==> src/rtl/pipe_stage_skid_reg.sv <==
`default_nettype none
// ============================================================================
// Module      : pipe_stage_skid_reg
// Description : Inter-stage pipeline register with valid/ready handshake.
//               SKID=1 adds a second (skid) entry so in_ready can be
//               registered while still sustaining one payload per cycle.
//               Flush empties the stage, reloads the NOP payload and raises
//               out_flushed for one cycle.
//               Optional performance counters are built only when the macro
//               PIPE_STAGE_PERF_EN is defined; otherwise they read as zero.
// Revision    : 1.0 - initial release
// ============================================================================
module pipe_stage_skid_reg #(
    parameter int unsigned        DATA_W      = 256,
    parameter logic [DATA_W-1:0]  NOP_PAYLOAD = '0,
    parameter int unsigned        SKID        = 1,
    parameter int unsigned        CNT_W       = 16
) (
    input  logic              clk,
    input  logic              rst,
    input  logic              flush,
    input  logic              in_valid,
    output logic              in_ready,
    input  logic [DATA_W-1:0] in_data,
    output logic              out_valid,
    input  logic              out_ready,
    output logic [DATA_W-1:0] out_data,
    output logic              out_flushed,
    output logic [1:0]        occupancy,
    output logic [CNT_W-1:0]  stall_cnt,
    output logic [CNT_W-1:0]  bubble_cnt
);

    // State encoding doubles as the entry count driven on occupancy.
    localparam logic [1:0] S_EMPTY = 2'd0;
    localparam logic [1:0] S_BUSY  = 2'd1;
    localparam logic [1:0] S_FULL  = 2'd2;

    logic [1:0]        r_state;
    logic [1:0]        w_state_nxt;
    logic [DATA_W-1:0] r_main;
    logic [DATA_W-1:0] r_skid;
    logic              r_flushed;

    logic              w_in_fire;
    logic              w_out_fire;
    logic              w_load_main;
    logic              w_main_from_skid;
    logic              w_load_skid;

    assign w_in_fire  = in_valid & in_ready;
    assign w_out_fire = out_valid & out_ready;

    // State register: reset and flush both return the stage to EMPTY.
    always_ff @(posedge clk) begin
        if (rst) begin
            r_state <= S_EMPTY;
        end else begin
            r_state <= w_state_nxt;
        end
    end

    // Next-state and datapath-steering decode.
    always_comb begin
        w_state_nxt      = r_state;
        w_load_main      = 1'b0;
        w_main_from_skid = 1'b0;
        w_load_skid      = 1'b0;
        if (flush) begin
            w_state_nxt = S_EMPTY;
        end else begin
            case (r_state)
                S_EMPTY: begin
                    if (w_in_fire) begin
                        w_state_nxt = S_BUSY;
                        w_load_main = 1'b1;
                    end
                end
                S_BUSY: begin
                    if (w_in_fire && w_out_fire) begin
                        w_load_main = 1'b1;
                    end else if (w_in_fire) begin
                        // Only reachable with a skid entry: without one,
                        // in_ready in BUSY implies out_ready.
                        if (SKID != 0) begin
                            w_state_nxt = S_FULL;
                            w_load_skid = 1'b1;
                        end
                    end else if (w_out_fire) begin
                        w_state_nxt = S_EMPTY;
                    end
                end
                S_FULL: begin
                    if (w_out_fire) begin
                        w_state_nxt      = S_BUSY;
                        w_main_from_skid = 1'b1;
                    end
                end
                default: begin
                    w_state_nxt = S_EMPTY;
                end
            endcase
        end
    end

    // Handshake outputs derived from the current state.
    always_comb begin
        out_valid = (r_state != S_EMPTY);
        occupancy = r_state;
        if (SKID != 0) begin
            // Registered apart from the flush kill term.
            in_ready = (r_state != S_FULL) & ~flush;
        end else begin
            in_ready = ((r_state == S_EMPTY) | out_ready) & ~flush;
        end
    end

    // Payload storage: main feeds out_data, skid catches the overflow beat.
    always_ff @(posedge clk) begin
        if (rst || flush) begin
            r_main <= NOP_PAYLOAD;
            r_skid <= NOP_PAYLOAD;
        end else begin
            if (w_load_main) begin
                r_main <= in_data;
            end else if (w_main_from_skid) begin
                r_main <= r_skid;
            end
            if (w_load_skid) begin
                r_skid <= in_data;
            end
        end
    end

    // One-cycle marker following each flush cycle.
    always_ff @(posedge clk) begin
        if (rst) begin
            r_flushed <= 1'b0;
        end else begin
            r_flushed <= flush;
        end
    end

    assign out_data    = r_main;
    assign out_flushed = r_flushed;

`ifdef PIPE_STAGE_PERF_EN
    localparam logic [CNT_W-1:0] C_CNT_MAX = '1;

    logic [CNT_W-1:0] r_stall_cnt;
    logic [CNT_W-1:0] r_bubble_cnt;

    // Saturating stall/bubble counters; flush does not clear them.
    always_ff @(posedge clk) begin
        if (rst) begin
            r_stall_cnt  <= '0;
            r_bubble_cnt <= '0;
        end else begin
            if (out_valid && !out_ready && (r_stall_cnt != C_CNT_MAX)) begin
                r_stall_cnt <= r_stall_cnt + 1'b1;
            end
            if (!out_valid && (r_bubble_cnt != C_CNT_MAX)) begin
                r_bubble_cnt <= r_bubble_cnt + 1'b1;
            end
        end
    end

    assign stall_cnt  = r_stall_cnt;
    assign bubble_cnt = r_bubble_cnt;
`else
    assign stall_cnt  = '0;
    assign bubble_cnt = '0;
`endif

endmodule
`default_nettype wire
==> config.mk <==
export PLATFORM = sky130hd
export DESIGN_NAME = pipe_stage_skid_reg
export DESIGN_NICKNAME = d
export VERILOG_FILES = /design/src/rtl/pipe_stage_skid_reg.sv
export SDC_FILE = /design/constraint.sdc
export NUM_CORES = 1
export LEC_CHECK = 0
export ABC_CLOCK_PERIOD_IN_PS = 1700
export CAP_MARGIN = 20
export CORE_MARGIN = 1.5
export CORE_UTILIZATION = 43
export DETAILED_ROUTE_END_ITERATION = 10
export PLACE_DENSITY = 0.75
export SLEW_MARGIN = 10
export SYNTH_ARGS = -nofsm -noshare
export SYNTH_HDL_FRONTEND = slang
export SYNTH_SLANG_ARGS = --single-unit
==> constraint.sdc <==
create_clock -name clk -period 1.7 [get_ports clk]
set_clock_uncertainty 0.1 [all_clocks]
set_input_delay 0.34 -clock clk [delete_from_list [all_inputs] [get_ports clk]]
set_output_delay 0.34 -clock clk [all_outputs]
set_load 0.005 [all_outputs]
==> reports/qor.txt <==
Initial antenna violation count: 3
RSZ-0062 raised after global routing: true
CP max FO: 10
Total CTS buffers: 53
Core area: 0.0500 mm²
Largest net degree at the start of global routing: 55
Post-synthesis sequential area ratio: 0.474
Placement Setup Slack: -734 ps
Max Cap Viol: 0
Post-synthesis area per instance: 8.12 µm²
Yosys cell types: 29
Run status: complete, but fails checks
Sequential cell area: 0.0104 mm²
Final setup viols: 515
Total grt overflow: 0
CTS tree: yes
R2r endpoint: out_data[43]$_SDFFE_PP0P_
Max Buffers Root-to-Sink: 3
Final non-filler cell total: 3918
Ports: 554
Fin. max-slew vios: 0
Chip Height: 228 µm
Nets: 3462
Worst setup EP type: flip-flop
CTS Hold Bufs: 0
First-pass GRT wire length: 125000 µm
Worst setup margin: -291 ps
P_leak: 11.9 nW
RD Place Congestion: 0.879
Power per cell area: 849 mW/mm²
DR pass1 iterations: 6
Vias in the first global route: 22800
Nature of the critical path startpoint: flip-flop
Filler Cell Count: 3876
Tcrit/Tclk final: 1.17
Setup slack, reg-to-reg: -290 ps
Drt drc: 0
Clk sink count: 515
Detailed placement HPWL: 50000 µm
Remaining antenna violation count after routing: 0
Peak supply drop: 0.930 mV
Warnings, synthesis: 0
Vias/cell: 6.18
Ys flop type: dfxtp_1
Die area: 0.0519 mm²
Critical path launch point: occupancy[1]$_SDFFE_PP0P_
Max_slew headroom: 0.608
Die span in x: 228 µm
Hold Path Origin: rst
Skew-Pair Late Insertion Delay: 600 ps
Vias post-DR: 24200
Starting Density: 0.435
#FFs+latches synth: 515
Minimum clock period: 1990 ps
Failing checks: setup timing
Multi-input gate area: 0.0108 mm²
Critical path data required time: 2060 ps
Mapped Cells: 2675
Final wirelength: 85500 µm
CTS root buf: clkbuf_16
H-tree levels: 2
Worst EP arrival: 2350 ps
WL per Instance: 21.8 µm
Worst Tran Pin Value: 588 ps
DRT iter0 DRCs: 2683
I/O Buffers: 521
R2R depth: 8
Hold Crit Class: in -> reg
Critical path class: reg -> reg
Clock-pin slew on the worst setup and hold paths: 60 ps
Setup_tns: -62210 ps
Reg2reg start: occupancy[1]$_SDFFE_PP0P_
Dpl cells: 3741
FFs w/ async S/R, synth: 0
Fmax: 0.502 GHz
Worst setup endpoint: out_data[43]$_SDFFE_PP0P_
Fin. Hold Viols: 0
Site Rows: 82
Layout area overhead: 51.2%
Share of cells above drive strength 1: 0.205
GR Util All Layers: 0.297
Syn Std Cell Area: 0.0217 mm²
Post-synth EDFFs: 0
-- kinds of logic (layout without fill, tap and decap cells) --
logic type	count (synthesis)	count (layout)	share of synthesized area
compound gates	771	771	0.222
simple gates	1041	1044	0.212
mux	1	1	0.000461
other cells	1	35	0.000173
flops	515	515	0.474
buf+inv	346	880	0.0903
-- sequential cells by signal (all words and copies together), names as in the netlist --
register / flops
occupancy: 2
out_data: 256
out_flushed: 1
r_skid: 256
-- worst min path at each step --
stage	end	slack, ps	depth (start not counted)
final	out_flushed$_SDFF_PP0_	230	2
after global routing	out_flushed$_SDFF_PP0_	240	2
after CTS	out_flushed$_SDFF_PP0_	190	2
after detailed placement	r_skid[39]$_SDFFE_PP0P_	370	2
after global placement	r_skid[162]$_SDFFE_PP0P_	360	2
after floorplan	out_flushed$_SDFF_PP0_	310	1
-- layout by cell type (no fill, tap or decap), types with 5 or more instances in the layout --
cell type        instances
nand2_4                 12
dfxtp_1                410
clkdlybuf4s50_1        259
bufbuf_16                5
clkinv_2                10
buf_16                  36
o21ai_0                 91
dfxtp_2                102
a311oi_2                79
nor3_1                 195
dlygate4sd2_1          248
a21oi_1                257
clkbuf_16               61
clkbuf_8                16
nand3_1                256
nor3_2                  59
buf_4                   99
o21ai_1                157
a311oi_1               174
clkdlybuf4s15_1          8
o21ai_2                  6
nand2_1                478
nand2_2                 24
buf_12                  78
clkbuf_1                 9
buf_8                   10
buf_6                   28
conb_1                  32
-- routing by layer --
metal,track usage,up-vias,part of all wire
met4,0.162,0,0.054
met1,0.374,11600,0.38
met5,0,-,0
li1,-,10700,-
met3,0.0489,338,0.088
met2,0.486,1583,0.48
-- per-stage QoR --
stage / power [mW] / hold slack, ps / instance area [µm²] / utilization
3_5_place_dp: 15.6 / 367 / 28300 / 0.567
6_report: 27.9 / 230 / 32800 / 0.657
5_1_grt: 28.7 / 236 / 32800 / 0.657
2_1_floorplan: 13.9 / 312 / 21800 / -
3_3_place_gp: 15.6 / 360 / 28300 / 0.567
4_1_cts: 27.7 / 190 / 31700 / 0.634
-- where the power goes --
part	internal, mW	switching (mW)	leakage, nW	total [mW]
Sequential	12.3	0.167	4.22	12.5
Clock	7.05	5.03	0.894	12.1
Combinational	1.58	1.77	6.75	3.34
Total	20.9	6.96	11.9	27.9
-- area by class of cell --
type	instances	share of cell area
timing repair buffer	783	0.274
sequential	515	0.318
tap	672	0.0256
clock buffer	78	0.0481
antenna	3	0.000229
multi-input combinational	1848	0.327
clock inverter	19	0.00655
-- Yosys cell counts (2+ instances only) --
library cell  number  area (µm²)
a21oi_1          258        1290
a311oi_1         255        2230
buf_1             11        41.3
buf_2            162         811
buf_4             42         315
buf_6             38         428
clkbuf_1          79         297
clkbuf_2          14        70.1
dfxtp_1          515       10300
nand2_1          513        1930
nand3_1          256        1280
nor2_1             2        7.51
nor2b_1            4        25.0
nor3_1           256        1280
o21ai_0          141         706
o21ai_1          115         576
or2_2              2        12.5
-- critical path, cell delays in order, from the launching register on --
cell,delay [ps]
dfxtp_4,360
buf_6,120
buf_6,110
nor3b_4,210
buf_6,180
buf_12,110
nand2_4,120
buf_4,230
a311oi_1,320
-- timing repair --
item / 4_1_cts / 5_1_grt
cloned: 35 / 11
setup buffers: 22 / 15
setup endpoints to repair: 542 / 529
pin swaps: 30 / 30
resized for setup: 532 / 215
Note: power is estimated with default switching activity, not from simulation.
